File: config.mk
export PLATFORM = sky130hd
export DESIGN_NAME = pc_sequencer
export DESIGN_NICKNAME = d
export VERILOG_FILES = /design/src/rtl/pc_sequencer.sv
export SDC_FILE = /design/constraint.sdc
export NUM_CORES = 1
export LEC_CHECK = 0
export CAP_MARGIN = 20
export CORE_MARGIN = 3
export CORE_UTILIZATION = 23
export DETAILED_ROUTE_END_ITERATION = 16
export GPL_ROUTABILITY_DRIVEN = 0
export PLACE_DENSITY_LB_ADDON = 0.25
export SETUP_SLACK_MARGIN = 0.2
export SLEW_MARGIN = 10
export SYNTH_ARGS = -nofsm -noshare
export SYNTH_HDL_FRONTEND = slang
export SYNTH_SLANG_ARGS = --single-unit
File: constraint.sdc
create_clock -name clk -period 8.4 [get_ports clk]
set_input_delay 1.68 -clock clk [delete_from_list [all_inputs] [get_ports clk]]
set_output_delay 1.68 -clock clk [all_outputs]
set_load 0.005 [all_outputs]
File: src/rtl/pc_sequencer.sv
// pc_sequencer: architectural PC, fetch handshake, next-PC/trap selection and retired-instruction counter
//
// Parameters:
//   XLEN          datapath / PC width
//   RESET_VECTOR  PC loaded on reset
//   TRAP_VECTOR   PC loaded when a control-flow target is misaligned
//
// Ports:
//   clk, rst      clock; synchronous active-high reset
//   fetch_valid   out  fetch_pc is a valid fetch request (FETCH state)
//   fetch_ready   in   instruction memory accepts the request
//   fetch_pc      out  current PC
//   exec_done     in   execute stage finished; pc_src/rs1/imm/cmp_taken/is_rvc valid
//   pc_src        in   00 jalr, 01 jal, 10 branch, 11 sequential
//   rs1, imm      in   jalr base, sign-extended offset
//   cmp_taken     in   branch condition result
//   is_rvc        in   current instruction is 16-bit (only with PC_RVC_EN)
//   link_addr     out  PC + step (return address)
//   trap_valid    out  one-cycle pulse on a misaligned-target trap
//   trap_epc      out  PC of the trapping instruction
//   trap_tval     out  offending target address
//   instret       out  instructions retired without trap
//
// Build option: define PC_RVC_EN to enable compressed (16-bit) instruction support.
module pc_sequencer #(
  parameter int XLEN = 32,
  parameter logic [XLEN-1:0] RESET_VECTOR = '0,
  parameter logic [XLEN-1:0] TRAP_VECTOR = XLEN'(32'h10)
) (
  input  logic            clk,
  input  logic            rst,
  output logic            fetch_valid,
  input  logic            fetch_ready,
  output logic [XLEN-1:0] fetch_pc,
  input  logic            exec_done,
  input  logic [1:0]      pc_src,
  input  logic [XLEN-1:0] rs1,
  input  logic [XLEN-1:0] imm,
  input  logic            cmp_taken,
  input  logic            is_rvc,
  output logic [XLEN-1:0] link_addr,
  output logic            trap_valid,
  output logic [XLEN-1:0] trap_epc,
  output logic [XLEN-1:0] trap_tval,
  output logic [63:0]     instret
);
  typedef enum logic [1:0] {BOOT, FETCH, EXEC} state_t;
  state_t state, state_nxt;
  logic [XLEN-1:0] pc, step, target, rs1_sum, pc_sum;
  logic retire, jump, misaligned;
`ifdef PC_RVC_EN
  assign step = is_rvc ? XLEN'(2) : XLEN'(4);
`else
  logic unused_rvc;
  assign unused_rvc = is_rvc;
  assign step = XLEN'(4);
`endif
  assign fetch_pc = pc;
  assign link_addr = pc + step;
  always_comb begin
    state_nxt = state;
    fetch_valid = 1'b0;
    retire = 1'b0;
    case (state)
      BOOT: state_nxt = FETCH;
      FETCH: begin
        fetch_valid = 1'b1;
        state_nxt = fetch_ready ? EXEC : FETCH;
      end
      EXEC: begin
        retire = exec_done;
        state_nxt = exec_done ? FETCH : EXEC;
      end
      default: state_nxt = BOOT;
    endcase
  end
  // Only jalr, jal and taken branches are alignment-checked; fall-through never traps.
  always_comb begin
    rs1_sum = rs1 + imm;
    pc_sum = pc + imm;
    jump = (pc_src == 2'b00) || (pc_src == 2'b01) || (pc_src == 2'b10 && cmp_taken);
    target = (pc_src == 2'b00) ? {rs1_sum[XLEN-1:1], 1'b0} : jump ? pc_sum : link_addr;
`ifdef PC_RVC_EN
    misaligned = jump && target[0];
`else
    misaligned = jump && (target[1:0] != 2'b00);
`endif
  end
  always_ff @(posedge clk) begin
    if (rst) begin
      state <= BOOT;
      pc <= RESET_VECTOR;
      trap_valid <= 1'b0;
      trap_epc <= '0;
      trap_tval <= '0;
      instret <= '0;
    end else begin
      state <= state_nxt;
      trap_valid <= retire && misaligned;
      if (retire && misaligned) begin
        pc <= TRAP_VECTOR;
        trap_epc <= pc;
        trap_tval <= target;
      end else if (retire) begin
        pc <= target;
        instret <= instret + 64'd1;
      end
    end
  end
endmodule

==> impl_metrics.tcl <==
set metrics [dict create \
    chipHeight_um 222.5 \
    placeableCoreArea_um2 45870 \
    synth_cell_types 80 \
    crit_path_top_delay_cell "dfxtp_1" \
    num_rows 78 \
    postCtsSetupRepairBufs 0 \
    route.detailed.wl_per_inst_um 19.79 \
    initial_antenna_violation_count 2 \
    worst_ep_arrival_time_ns 3.56 \
    power_total_mw 1.951 \
    clock_tree_from_tritoncts "done" \
    routed_wirelength_um 44620 \
    grt_start_max_net_pins 79 \
    mostFrequentLayoutCell "clkdlybuf4s50_1" \
    max_cap_violations 0 \
    power.static_leakage_nw 5.183 \
    vias_in_the_first_global_route 11060 \
    floorplan.die_area_um2 49500 \
    global_route_wire_length_before_repair_um 66900 \
    setup_total_negative_slack_ns 0 \
    post_route_cells_drive_above_1_share 0.04722 \
    detail_route.iter0.violations 801 \
    mappedNetlistNets 1555 \
    period_minus_slack_ns 5.236 \
    synth-async-reset-ratio 0 \
    grt-ovfl-total 0 \
    floorplan.die.width_um 222.5 \
    worst_path_largest_cell_delay_ns 0.82 \
    slew_violations 0 \
    hold_buffers 0 \
    tightest_slew_ns 0.9220 \
    max_freq_mhz 191.0 \
    timing.critical_path.cells "nand4_1 -> nor3_2 -> nand4_1 -> xnor2_1 -> clkdlybuf4s50_1" \
    num_vias 11320 \
    cp_common_cell "nand4_1" \
    setup_viol 0 \
    route.antenna.remaining_nets 0 \
    worst_slew_slack_as_a_fraction_of_its_limit 0.3820 \
    cts_inserted_buffers 17 \
    root_buffer "clkbuf_16" \
    nets 1776 \
    post-route-period-util 0.6233 \
    worst-setup-path-type "flop to output pin" \
    timing.hold.worst.class "flop to flop" \
    cts_num_sinks 163 \
    finalHoldViolCount 0 \
    hpwlAfterDp_um 34340 \
    clock_tree.buffer_depth 2 \
    ys_seq_elements 163 \
    synthesis.yosys.warnings 0 \
    layout_common_cells "263 x clkdlybuf4s50_1, 206 x nand2_1, 163 x dfxtp_1" \
    cts.htree.levels 4 \
    powerDensity_nw_per_um2 133.6 \
    syn-cell-area_um2 10780 \
    synth_cells 1418 \
    dominantRegCellSynth "dfxtp_1" \
    timing.critical_path.from_type "flop" \
    seq_area_frac_synth 0.3027 \
    drt_pre_antenna_iters 5 \
    clkTransAtPathRegs_ns 0.07 \
    worstSetupEndpointType "output pin" \
    route.detailed.drc 0 \
    floorplan.io_pins 266 \
    grt.total_usage 0.1749 \
    synth_edf_count 0 \
    syn2layout_area_growth_pct 35.45 \
    via_per_inst 5.022 \
    initial_core_util 0.2350 \
    numPortBuffers 264 \
    data_required_time_of_the_worst_path_ns 6.72 \
    syn_avg_cell_area_um2 7.602 \
    worst_slack_on_hold_paths_ns 0.4527 \
    path_max_fanout 8 \
    status "complete, no violations" \
    postCtsResizedCells 0 \
    vdd_ir_drop_max_mv 0.1208 \
    insertion_delay_ns 0.44 \
    finalClockSkew_ns 0.008310 \
    grt_setup_unrepaired "false" \
]
-- cell type report --
class	count	area, um2
clock buffer	19	452.9
antenna	2	5.005
tap	600	750.7
multi-input combinational	1145	7093
inverter	30	112.6
sequential	163	3263
clock inverter	13	148.9
fill	4943	31270
timing repair buffer	282	2775
-- cells in the mapped netlist, types with 17 or more instances --
| cell type | instances | area share |
|---|---|---|
| or3_1 | 22 | 0.013 |
| xor2_1 | 48 | 0.039 |
| clkbuf_1 | 64 | 0.022 |
| a21o_1 | 17 | 0.012 |
| nand4_1 | 34 | 0.020 |
| a211oi_1 | 18 | 0.013 |
| xnor2_1 | 74 | 0.060 |
| nand2_1 | 207 | 0.072 |
| nor2_1 | 130 | 0.045 |
| inv_1 | 28 | 0.0097 |
| nor3_1 | 19 | 0.0088 |
| ha_1 | 63 | 0.073 |
| a21oi_1 | 150 | 0.070 |
| o21ai_0 | 76 | 0.035 |
| nand3_1 | 60 | 0.028 |
| dfxtp_1 | 163 | 0.30 |
| and3_1 | 26 | 0.015 |
-- critical path: cells and delay by family (launching register included) --
kind / cells / cell delay [ns]
flip-flops: 1 / 0.82
buffers and inverters: 1 / 0.59
XOR/XNOR: 1 / 0.41
AND/OR/NAND/NOR: 3 / 1.27
-- path summary, 6_finish.rpt --
| check | cells past startpoint | endpoint | slack, ns | startpoint |
|---|---|---|---|---|
| setup / recovery | 5 | link_addr[26] | 3.16 | fetch_pc[12]$_SDFFE_PP0P_ |
| hold / removal | 2 | trap_epc[1]$_SDFFE_PP0P_ | 0.45 | trap_epc[1]$_SDFFE_PP0P_ |
| setup reg to reg | 10 | fetch_pc[28]$_SDFFE_PP0P_ | 4.46 | fetch_pc[12]$_SDFFE_PP0P_ |
| hold reg to reg | 2 | trap_epc[1]$_SDFFE_PP0P_ | 0.45 | trap_epc[1]$_SDFFE_PP0P_ |
-- registers in the layout (all words and copies together) (netlist names) --
name        flops
trap_valid      1
state           2
trap_epc       32
trap_tval      32
instret        64
fetch_pc       32
-- per-layer routing --
metal | GRT usage | vias up | routed length [um]
met1 | 0.2272 | 5308 | 19910
met2 | 0.2900 | 422 | 20810
met5 | 0 | - | 0
li1 | - | 5527 | -
met4 | 0.06768 | 0 | 1180
met3 | 0.02880 | 62 | 2711
-- power breakdown --
group	internal [mW]	switching, mW	total [mW]	leakage, nW
logic	0.149	0.215	0.363	3.58
registers	0.778	0.0126	0.790	1.31
clock network	0.435	0.363	0.798	0.289
-- cells by family (layout without fill, tap and decap cells) --
| group | after synthesis | in the layout | share of synthesized area |
|---|---|---|---|
| xor+xnor | 122 | 122 | 0.09912 |
| fa+ha+maj | 65 | 65 | 0.07683 |
| buf+inv | 110 | 344 | 0.04027 |
| simple gates | 558 | 558 | 0.2432 |
| mux | 8 | 8 | 0.008124 |
| flops | 163 | 163 | 0.3027 |
| other cells | 0 | 2 | 0 |
| compound gates | 392 | 392 | 0.2298 |
-- stage by stage --
step	cell area (um2)	setup slack [ns]	cells	utilization
floorplan	10780	4.263	1418	-
global placement	13990	2.929	2220	0.3051
detailed placement	13990	2.910	2220	0.3051
CTS	14600	3.163	2252	0.3182
global route	14600	3.027	2254	0.3183
finish	14600	3.164	2254	0.3183
Note: power is estimated with default switching activity, not from simulation.
